$ cat src/rtl/hazard_forward_unit.sv
// hazard_forward_unit: decode-side hazard control for the MIPS pipeline.
// Tracks post-decode register writers in a tag shift register, picks operand
// forwarding sources, stalls decode on dependences that cannot be forwarded
// yet, and squashes decode slots after a taken branch.

// Per-source dependence check against the in-flight writer tags.
module hfu_src_match #(
    parameter int RA_W       = 5,
    parameter int STAGES     = 3,
    parameter int ALU_AVAIL  = 2,
    parameter int LOAD_AVAIL = 3,
    parameter bit FWD_EN     = 1'b1,
    parameter int SEL_W      = 2
) (
    input  logic [STAGES:1]           tag_vld,
    input  logic [STAGES:1][RA_W-1:0] tag_num,
    input  logic [STAGES:1]           tag_ld,
    input  logic [RA_W-1:0]           src,
    input  logic                      used,
    output logic                      hazard,
    output logic [SEL_W-1:0]          sel
);
    logic             hit;
    logic             hit_ld;
    logic             ready;
    logic [SEL_W-1:0] hit_k;

    // Oldest-to-youngest scan so the youngest matching writer is the one kept.
    always_comb begin
        hit    = 1'b0;
        hit_ld = 1'b0;
        hit_k  = '0;
        for (int k = STAGES; k >= 1; k--) begin
            if (tag_vld[k] && (tag_num[k] == src)) begin
                hit    = 1'b1;
                hit_ld = tag_ld[k];
                hit_k  = SEL_W'(k);
            end
        end
        // r0 is hardwired zero and unread sources carry no dependence
        if (!used || (src == '0))
            hit = 1'b0;
        ready  = hit_ld ? (hit_k >= SEL_W'(LOAD_AVAIL)) : (hit_k >= SEL_W'(ALU_AVAIL));
        hazard = hit && (!FWD_EN || !ready);
        sel    = (hit && FWD_EN && ready) ? hit_k : '0;
    end
endmodule

module hazard_forward_unit #(
    parameter int RA_W        = 5,
    parameter int STAGES      = 3,
    parameter int ALU_AVAIL   = 2,
    parameter int LOAD_AVAIL  = 3,
    parameter int FLUSH_SLOTS = 2,
    parameter bit FWD_EN      = 1'b1,
    parameter int CNT_W       = 32
) (
    input  logic                         clk,
    input  logic                         rst,
    input  logic                         id_valid,
    input  logic [RA_W-1:0]              id_rs,
    input  logic                         id_rs_used,
    input  logic [RA_W-1:0]              id_rt,
    input  logic                         id_rt_used,
    input  logic                         id_wr_en,
    input  logic [RA_W-1:0]              id_wr_num,
    input  logic                         id_is_load,
    input  logic                         branch_taken,
    output logic                         stall,
    output logic                         flush_d,
    output logic [$clog2(STAGES+1)-1:0]  fwd_rs_sel,
    output logic [$clog2(STAGES+1)-1:0]  fwd_rt_sel,
    output logic [CNT_W-1:0]             stall_cnt,
    output logic [CNT_W-1:0]             flush_cnt
);
    localparam int SEL_W = $clog2(STAGES+1);
    localparam int CD_W  = $clog2(FLUSH_SLOTS+1);

    // tag pipe: index k is the writer sitting k stages past decode
    logic [STAGES:1]           vld_pipe;
    logic [STAGES:1][RA_W-1:0] num_pipe;
    logic [STAGES:1]           ld_pipe;
    logic [CD_W-1:0]           flush_cd;

    // lane 0 = rs, lane 1 = rt
    logic [1:0][RA_W-1:0]  src_num;
    logic [1:0]            src_used;
    logic [1:0]            src_haz;
    logic [1:0][SEL_W-1:0] src_sel;
    logic                  any_haz;
    logic                  tag_in;

    assign src_num  = {id_rt, id_rs};
    assign src_used = {id_rt_used, id_rs_used};

    genvar g;
    generate
        for (g = 0; g < 2; g++) begin : g_src
            hfu_src_match #(
                .RA_W       (RA_W),
                .STAGES     (STAGES),
                .ALU_AVAIL  (ALU_AVAIL),
                .LOAD_AVAIL (LOAD_AVAIL),
                .FWD_EN     (FWD_EN),
                .SEL_W      (SEL_W)
            ) u_match (
                .tag_vld (vld_pipe),
                .tag_num (num_pipe),
                .tag_ld  (ld_pipe),
                .src     (src_num[g]),
                .used    (src_used[g]),
                .hazard  (src_haz[g]),
                .sel     (src_sel[g])
            );
        end
    endgenerate

    // Hazard and select decode; sels deliberately ignore flush so branch_taken
    // has no combinational path into the forwarding muxes.
    always_comb begin
        any_haz    = |src_haz;
        flush_d    = branch_taken || (flush_cd != '0);
        stall      = id_valid && !flush_d && any_haz;
        fwd_rs_sel = (id_valid && !any_haz) ? src_sel[0] : '0;
        fwd_rt_sel = (id_valid && !any_haz) ? src_sel[1] : '0;
        tag_in     = id_valid && id_wr_en && (id_wr_num != '0) && !stall && !flush_d;
    end

    // Advance the writer tags; stalls and flushes inject an invalid bubble.
    always_ff @(posedge clk) begin
        if (rst) begin
            vld_pipe <= '0;
            num_pipe <= '0;
            ld_pipe  <= '0;
        end else begin
            vld_pipe[1] <= tag_in;
            num_pipe[1] <= id_wr_num;
            ld_pipe[1]  <= id_is_load;
            for (int k = 2; k <= STAGES; k++) begin
                vld_pipe[k] <= vld_pipe[k-1];
                num_pipe[k] <= num_pipe[k-1];
                ld_pipe[k]  <= ld_pipe[k-1];
            end
        end
    end

    // Remaining squash slots after a taken branch; a new branch reloads it.
    always_ff @(posedge clk) begin
        if (rst)
            flush_cd <= '0;
        else if (branch_taken)
            flush_cd <= CD_W'(FLUSH_SLOTS - 1);
        else if (flush_cd != '0)
            flush_cd <= flush_cd - 1'b1;
    end

    // Saturating stall/flush cycle counters.
    always_ff @(posedge clk) begin
        if (rst) begin
            stall_cnt <= '0;
            flush_cnt <= '0;
        end else begin
            if (stall && (stall_cnt != '1))
                stall_cnt <= stall_cnt + 1'b1;
            if (flush_d && (flush_cnt != '1))
                flush_cnt <= flush_cnt + 1'b1;
        end
    end
endmodule

$ cat config.mk
export PLATFORM = sky130hd
export DESIGN_NAME = hazard_forward_unit
export DESIGN_NICKNAME = d
export VERILOG_FILES = /design/src/rtl/hazard_forward_unit.sv
export SDC_FILE = /design/constraint.sdc
export NUM_CORES = 1
export LEC_CHECK = 0
export BUFFER_PORTS_ARGS = -buffer_cell sky130_fd_sc_hd__buf_2
export CAP_MARGIN = 0
export CORE_ASPECT_RATIO = 1.1
export CORE_UTILIZATION = 49
export DETAILED_ROUTE_END_ITERATION = 16
export PLACE_DENSITY = 0.79
export SKIP_CTS_REPAIR_TIMING = 1
export SLEW_MARGIN = 10
export SYNTH_ARGS = -nofsm -noshare
export SYNTH_HDL_FRONTEND = slang
export SYNTH_SLANG_ARGS = --single-unit
$ cat constraint.sdc
create_clock -name clk -period 2.2 [get_ports clk]
set_input_delay 0.11 -clock clk [delete_from_list [all_inputs] [get_ports clk]]
set_output_delay 0.11 -clock clk [all_outputs]
set_load 0.05 [all_outputs]
**Yosys cells after proc, flatten, opt, wreduce, memory -nomap -nowiden**

Index checks and enable logic that the tools add are counted.

- Flip-flop bits (word level): 87
- Output and inout port bits: 70
- Logic and storage cells: 88

- $add $sub $neg: 3
- Order comparisons: 4
- Equal/unequal tests: 8
- Muxes and demuxes: 28
- Reductions and logical operators: 36

Operator list:

| cell | number |
|---|---|
| 32-bit by 1-bit adder with 32-bit output (second input constant) | 2 |
| 32-bit inequality test (second input constant) | 2 |
| 5-bit equality test | 6 |
| 2-bit 2-to-1 mux | 10 |
| 1-bit logical AND | 19 |
| 1-bit 2-to-1 mux | 18 |
| 5-bit zero test | 2 |
| 2-bit greater-or-equal comparator (second input constant) | 4 |
| 1-bit zero test | 7 |
| 5-bit nonzero test | 1 |
| 2-bit nonzero test | 2 |
| 2-bit OR reduction | 2 |
| 1-bit logical OR | 3 |
| 2-bit by 1-bit subtractor with 2-bit output (second input constant) | 1 |

**Depth between registers and ports, before layout**

Gate-level depths: netlist (run 1).

- Depth after elaboration: 14
- Mapped depth: 11
- Mapped depth without buffers: 10

**Hierarchy**

A second synthesis (run 1) with hierarchy kept.

- Cells, all modules: 552
- Area total of the unflattened synthesis: 4605.7 um2

By module, submodules not included:

| module | times used | cells each | area each (um2) | seq. area each (um2) |
|---|---|---|---|---|
| hazard_forward_unit | 1 | 492 | 4147.7 | 1741.7 |
| hfu_src_match | 2 | 30 | 229.0 | 0.0 |

**Worst setup path after synthesis (run 1)**

Ideal clock, no wire load.

- Path kind: register to register
- Start point: register flush_cnt[3]
- End point: register flush_cnt[24]
- Arrival: 2.786 ns
- Required time: 2.129 ns
- Setup slack: -0.657 ns
- Stages on the path, launching flop included: 8
- Path buffers: 1
- Period minus slack after synthesis: 2.857 ns
- Cell sequence: dfxtp_1 > and4_4 > nand3_4 > or4_4 > or4b_1 > buf_2 > or3_1 > a21oi_1

- Word-level cells in the longest chain between the ends: 2

Ends and longest elaborated chain:

| element | RTL line | text |
|---|---|---|
| start: declaration | 74 | `output logic [CNT_W-1:0] flush_cnt` |
| start signal: assignment | 166 | `flush_cnt <= flush_cnt + 1'b1;` |
| branches (longest 2 deep; another with 32-bit by 1-bit adder with 32-bit output) | n/a |  |

Parallel ways; which one is timed is not known.
A chain may end at the register's enable or synchronous reset.

**Final worst setup path (run 1)**

- Start point: register stall_cnt[21]
- End point: register stall_cnt[30]

- Word-level cells in the longest chain between the ends: 2

Ends and longest elaborated chain:

| element | RTL line | text |
|---|---|---|
| start: declaration | 73 | `output logic [CNT_W-1:0] stall_cnt,` |
| start signal: assignment | 164 | `stall_cnt <= stall_cnt + 1'b1;` |
| branches (longest 2 deep; another with 32-bit by 1-bit adder with 32-bit output) | n/a |  |

Parallel ways; which one is timed is not known.

==> results of run 1 <==
## worst paths after layout
kind / start / endpoint / cells past startpoint
worst max-delay path: stall_cnt[21] / stall_cnt[30] / 7
worst min-delay path: id_wr_en / vld_pipe[1] / 3
worst max register to register: stall_cnt[21] / stall_cnt[30] / 7
worst min register to register: ld_pipe[1] / ld_pipe[2] / 1
## kinds of logic after synthesis
kind of cell	share of synthesized area, %
compound gates	10.3
buf+inv	3.12
flops	40.8
fa+ha+maj	0.891
simple gates	31.1
mux	1.54
xor+xnor	12.3
## critical path: cells and delay by family (launching register included)
| family | cells | cell delay [ns] |
|---|---|---|
| flops | 1 | 0.36 |
| compound gates | 1 | 0.13 |
| simple gates | 6 | 1.80 |
## per-stage QoR
stage	setup TNS [ns]	power, µW	cell area [µm²]	hold slack, ns
after global routing	-3.26	3150	6090	0.0398
after floorplan	-1.95	1770	4370	0.189
final	-1.40	3040	6090	0.0275
after detailed placement	-2.33	1880	5430	0.326
after global placement	-0.509	1870	5430	0.322
after CTS	-4.07	3020	5630	-0.0634
## sequential cells by signal (all words and copies together) (netlist names)
name,flops
vld_pipe,3
stall_cnt,32
num_pipe,15
flush_cnt,32
ld_pipe,2
flush_cd,2
## metal layers
| metal | track usage (%) | up-vias |
|---|---|---|
| li1 | - | 2119 |
| met1 | 28.6 | 2040 |
| met2 | 42.3 | 151 |
| met3 | 5.58 | 35 |
| met4 | 10.0 | 0 |
| met5 | 0 | - |
## cell usage in the layout (no fill, tap or decap), types with 4 or more instances in the layout
cell type,count
dfxtp_2,42
buf_4,72
nand2_1,30
nor3_2,8
nor4_1,4
dfxtp_4,15
a21oi_2,7
xor2_1,34
inv_1,11
a21oi_1,25
xnor2_1,20
or4_1,13
buf_6,8
nor2_1,46
o31ai_1,11
buf_2,87
nand3_1,24
o21ai_0,21
dfxtp_1,29
nand4_1,20
and3_1,7
nor3_1,6
or3_1,22
nor2b_1,24
inv_6,4
clkbuf_8,9
dlygate4sd3_1,7
or4_4,5
## layout make-up
cell class / count / area (µm²) / share of cell area, %
flip-flops and latches: 86 / 1830 / 30.0
multi-input cells: 384 / 2710 / 44.5
inverters: 12 / 45.0 / 0.739
repair buffers: 176 / 1170 / 19.1
clock buffers: 9 / 124 / 2.03
clock inverters: 7 / 78.8 / 1.29
well taps: 111 / 139 / 2.28
## Yosys cell counts, types with 2 or more instances
| library cell | n | area share, % |
|---|---|---|
| dfxtp_1 | 86 | 41 |
| nor2_1 | 51 | 4.5 |
| xor2_1 | 38 | 7.9 |
| a21oi_1 | 33 | 3.9 |
| nand2_1 | 33 | 2.9 |
| nand3_1 | 26 | 3.1 |
| nor2b_1 | 25 | 3.7 |
| or3_1 | 24 | 3.6 |
| o21ai_0 | 22 | 2.6 |
| xnor2_1 | 21 | 4.4 |
| nand4_1 | 20 | 3.0 |
| clkbuf_1 | 18 | 1.6 |
| or4_1 | 17 | 3.0 |
| nor3_1 | 16 | 1.9 |
| inv_1 | 12 | 1.1 |
| o31ai_1 | 11 | 2.0 |
| nor4_1 | 9 | 1.3 |
| and3_1 | 8 | 1.2 |
| mux2_2 | 4 | 1.1 |
| buf_2 | 3 | 0.36 |
| ha_1 | 3 | 0.89 |
| or2_2 | 3 | 0.45 |
| a41o_1 | 2 | 0.47 |
| mux2i_1 | 2 | 0.47 |
| o21ba_2 | 2 | 0.47 |
## power by group through the flow
stage	combinational, µW	sequential (µW)	clock [µW]
5_1_grt	325	1590	1240
2_1_floorplan	127	1650	0
3_3_place_gp	251	1620	0
6_report	303	1590	1150
4_1_cts	259	1590	1180
3_5_place_dp	257	1620	0
==> metrics.txt, run 1 <==
GRT Overall Usage 24.2%; Fin. Hold Viols 0; Port Buffers 92; post-route minimum period 2.36 ns; Die X 90.4 µm; CTS tree done; WL/cell 15.7 µm; vias in the first global route 4000; Cell Area, Synth 4220 µm²; chip height 99.3 µm; Layout fillers 621; met2 WL post-DR 6150 µm; Ports 93; worst hold path class input port to flop; Routability Congestion 0.847; CP required 2.49 ns; Routed WL 12300 µm; antenna violation net count after detailed routing 0; die area 8980 µm²; Layout Cells excl Fill 785; VDD IR max 0.000307 V; clock power share 37.8%; CP peak stage delay 0.42 ns; Mean Syn Cell Area 8.36 µm²; H-tree levels 3; DR top layer met4; total grt overflow 0; Setup crit start kind flop; Placed Cells 758; clock slew seen by the registers of the worst setup and hold paths 0.09 ns; drt pass-1 iters 4; maximum number of pins on one net before global-route repair 39; synthesized net count 530; WL met3 697 µm; Final Max Slew Viols 0; Area Growth Syn to Fin 44.5%; crit path max-delay cell type or4_4; Comb power frac 9.9%; post-DP HPWL 8020 µm; first-pass GRT wire length 17700 µm; Int Power 2230 µW; Switching Power 810 µW; max-cap violations 0; worst path cell trace nand3_2 -> or2_1 -> or3_1 -> or3_4 -> or4_4 -> or3_1 -> a21oi_1; Net Sw Frac 26.6%; initial antenna violation count 0; P_leak 0.00246 µW; setup violators final 24; unrepaired setup endpoints after global routing yes; number of flops mapped to enable cells by yosys 0; Gate Count Post-Synth 504; async set-reset flop share out of synthesis 0%; crit-path most repeated cell or3_1; fmax 424 MHz; FF-to-FF setup slack -0.16 ns; CTS Buf Count 9; Setup WS post-layout -0.158 ns; CP max FO 4; Unique masters post-synth 40; Fin Clk Skew 0.0108 ns; Synthesis Warnings 0; # rows 35; sequential power share 52.2%; Synth Flop Type dfxtp_1; n_diodes 0; Slew headroom 52.3%; vias post-DR 4345; Slew @ Worst Pin 0.715 ns; Layout Nets 695; clk_lat worst skew 0.36 ns; crit path kind flop to flop; Cell Pwr Density 500 nW/µm²; clk buf depth 2; sequential fraction of the synthesis area 40.8%; wire length on met1 5030 µm; Seq cells post-synth 86; final worst-path cycle share 107%; status finished with violations; fraction of layout cells with a size suffix above 1 46.0%; DRC violations left 0; dpl ws -0.240 ns; WP data arrival 2.65 ns; failing checks setup timing; Core Footprint 8360 µm²; Initial Util 50.4%; CP endpoint kind flop; Clk Tree Root Cell clkbuf_8; number of DRC markers in iteration 0 270; Clock Sinks 86; final core occ 72.8%; via/cell ratio 5.54
(Power assumes the default switching activity.)
==> inputs of run 2 (changes only) <==
--- a/config.mk
+++ b/config.mk
@@ -7,10 +7,12 @@
 export LEC_CHECK = 0
 export BUFFER_PORTS_ARGS = -buffer_cell sky130_fd_sc_hd__buf_2
 export CAP_MARGIN = 0
+export CELL_PAD_IN_SITES_DETAIL_PLACEMENT = 2
+export CELL_PAD_IN_SITES_GLOBAL_PLACEMENT = 2
 export CORE_ASPECT_RATIO = 1.1
-export CORE_UTILIZATION = 49
+export CORE_UTILIZATION = 28
 export DETAILED_ROUTE_END_ITERATION = 16
-export PLACE_DENSITY = 0.79
+export PLACE_DENSITY = 0.78
 export SKIP_CTS_REPAIR_TIMING = 1
 export SLEW_MARGIN = 10
 export SYNTH_ARGS = -nofsm -noshare
==> metrics.txt, run 2 (synthesized netlist as in run 1, its figures left out) <==
final core occ 46.5% (was 72.8%); sequential power share 44.5% (was 52.2%); vias post-DR 4628 (was 4345); Fin Clk Skew 0.0232 ns (was 0.0108 ns); maximum number of pins on one net before global-route repair 35 (was 39); via/cell ratio 5.22 (was 5.54); die area 15500 µm² (was 8980 µm²); Hold Crit Depth 2 (was 3); Reg2Reg Capture Point stall_cnt[2] (was stall_cnt[30]); clock slew seen by the registers of the worst setup and hold paths 0.08 ns (was 0.09 ns); status finished with violations (unchanged); commonest non-fill, non-tap cells in the layout buf_4, buf_2, nor2_1, dfxtp_2 (was buf_2, buf_4, nor2_1, dfxtp_2, xor2_1); Placed Cells 859 (was 758); WP data arrival 2.78 ns (was 2.65 ns); Routed WL 19400 µm (was 12300 µm); Layout Cells excl Fill 887 (was 785); post-DP HPWL 12000 µm (was 8020 µm); clock power share 45.8% (was 37.8%); Final Max Slew Viols 0 (unchanged); most common library cell in the layout ignoring fill and taps buf_4 (was buf_2); P_leak 0.00274 µW (was 0.00246 µW); initial antenna violation count 0 (unchanged); failing checks hold timing, setup timing (was setup timing); # rows 46 (was 35); DRC violations left 0 (unchanged); biggest regs flush_cnt x32, stall_cnt x32, num_pipe x15 (unchanged); Slew headroom 48.6% (was 52.3%); final worst-path cycle share 116% (was 107%); clk buf depth 2 (unchanged); first-pass GRT wire length 25100 µm (was 17700 µm); CTS tree done (unchanged); Die X 119 µm (was 90.4 µm); number of DRC markers in iteration 0 119 (was 270); Slew @ Worst Pin 0.770 ns (was 0.715 ns); R2R Path Start num_pipe[8] (was stall_cnt[21]); Routability Congestion 0.834 (was 0.847); fmax 392 MHz (was 424 MHz); Initial Util 28.9% (was 50.4%); total grt overflow 0 (unchanged); min-delay src id_wr_num[2] (was id_wr_en); Area Growth Syn to Fin 60.5% (was 44.5%); Fin. Hold Viols 4 (was 0); Layout Nets 716 (was 695); worst hold endpoint num_pipe[2] (was vld_pipe[1]); crit path kind flop to flop (unchanged); drt pass-1 iters 4 (unchanged); vias in the first global route 4839 (was 4000); Net Sw Frac 26.7% (was 26.6%); Cell Pwr Density 528 nW/µm² (was 500 nW/µm²); clk_lat worst skew 0.36 ns (about the same); setup violators final 41 (was 24); unrepaired setup endpoints after global routing yes (unchanged); CP endpoint kind flop (unchanged); worst hold slack -0.0178 ns (was 0.0275 ns); Layout fillers 1573 (was 621); Comb power frac 9.6% (was 9.9%); fraction of layout cells with a size suffix above 1 53.2% (was 46.0%); VDD IR max 0.000305 V (was 0.000307 V); CTS Buf Count 9 (unchanged); Switching Power 955 µW (was 810 µW); worst hold path class input port to flop (unchanged); total power 3570 µW (was 3040 µW); Setup WS post-layout -0.354 ns (was -0.158 ns); Core Footprint 14600 µm² (was 8360 µm²); post-route minimum period 2.55 ns (was 2.36 ns); CP required 2.43 ns (was 2.49 ns); Clk Tree Root Cell clkbuf_16 (was clkbuf_8); n_diodes 0 (unchanged); Clock Sinks 86 (unchanged); antenna violation net count after detailed routing 0 (unchanged); WL/cell 21.8 µm (was 15.7 µm); Ports 93 (unchanged); max-cap violations 0 (unchanged); chip height 131 µm (was 99.3 µm); GRT Overall Usage 20.7% (was 24.2%); Port Buffers 92 (unchanged); FF-to-FF setup slack -0.35 ns (was -0.16 ns); Setup crit start kind flop (unchanged); Int Power 2620 µW (was 2230 µW); H-tree levels 3 (unchanged); CP max FO 5 (was 4); reg2reg path depth 8 (was 7)
run 2: changes by cell type in the layout (fill, tap and decap cells not counted), moves of 7 or more:
cell / previous run / this run
o21ai_1: 0 / 8
or3_4: 2 / 14
o21ai_0: 21 / 12
a21oi_1: 25 / 13
clkbuf_16: 0 / 11
a21oi_2: 7 / 19
clkbuf_8: 9 / 1
buf_6: 8 / 15
or3_1: 22 / 10
buf_4: 72 / 88
run 2: power groups by stage:
| stage | combinational [µW] | clock [µW] | sequential (µW) |
|---|---|---|---|
| finish | 344 | 1640 | 1590 |
| global placement | 271 | 0 | 1620 |
| global route | 369 | 1710 | 1590 |
| floorplan | 127 | 0 | 1650 |
| CTS | 294 | 1630 | 1590 |
| detailed placement | 291 | 0 | 1620 |
run 2: per-layer routing:
| layer | global-route usage [%] | part of all wire, % | wire [µm] |
|---|---|---|---|
| met5 | 0 | 0 | 0 |
| met4 | 8.49 | 4.5 | 874 |
| met3 | 4.04 | 3.5 | 687 |
| met2 | 40.6 | 53 | 10300 |
| met1 | 21.7 | 39 | 7470 |
run 2: layout make-up:
| class | instances | area [µm²] | share of cell area, % |
|---|---|---|---|
| multi-input cells | 385 | 2970 | 44.0 |
| well taps | 192 | 240 | 3.55 |
| clock buffers | 11 | 243 | 3.59 |
| clock inverters | 5 | 56.3 | 0.832 |
| repair buffers | 196 | 1380 | 20.4 |
| flip-flops and latches | 86 | 1830 | 27.0 |
| inverters | 12 | 45.0 | 0.666 |
run 2: critical path: stages, from the launching register on:
cell and delay (ns):
dfxtp_2 0.35, xnor2_1 0.32, nand3_2 0.19, nor4_4 0.34, o21ba_4 0.26, o21ai_4 0.12
clkbuf_16 0.18, or3_1 0.32, a21oi_1 0.33
run 2: stage by stage:
step | area [µm²] | worst slack, ns | setup TNS [ns]
finish | 6760 | -0.354 | -5.65
global route | 6760 | -0.443 | -9.50
CTS | 5990 | -0.417 | -11.45
detailed placement | 5690 | -0.339 | -8.29
global placement | 5690 | -0.142 | -1.70
floorplan | 4370 | -0.353 | -1.95
run 2: worst max-delay path by stage:
stage,endpoint,slack [ns],from,cells past startpoint
after floorplan,fwd_rs_sel[0],-0.35,id_rt[1],6
after global placement,stall_cnt[27],-0.14,stall_cnt[19],9
after detailed placement,stall_cnt[19],-0.34,num_pipe[7],9
after CTS,stall_cnt[31],-0.42,stall_cnt[5],8
after global routing,stall_cnt[2],-0.44,num_pipe[8],8
final,stall_cnt[2],-0.35,num_pipe[8],8
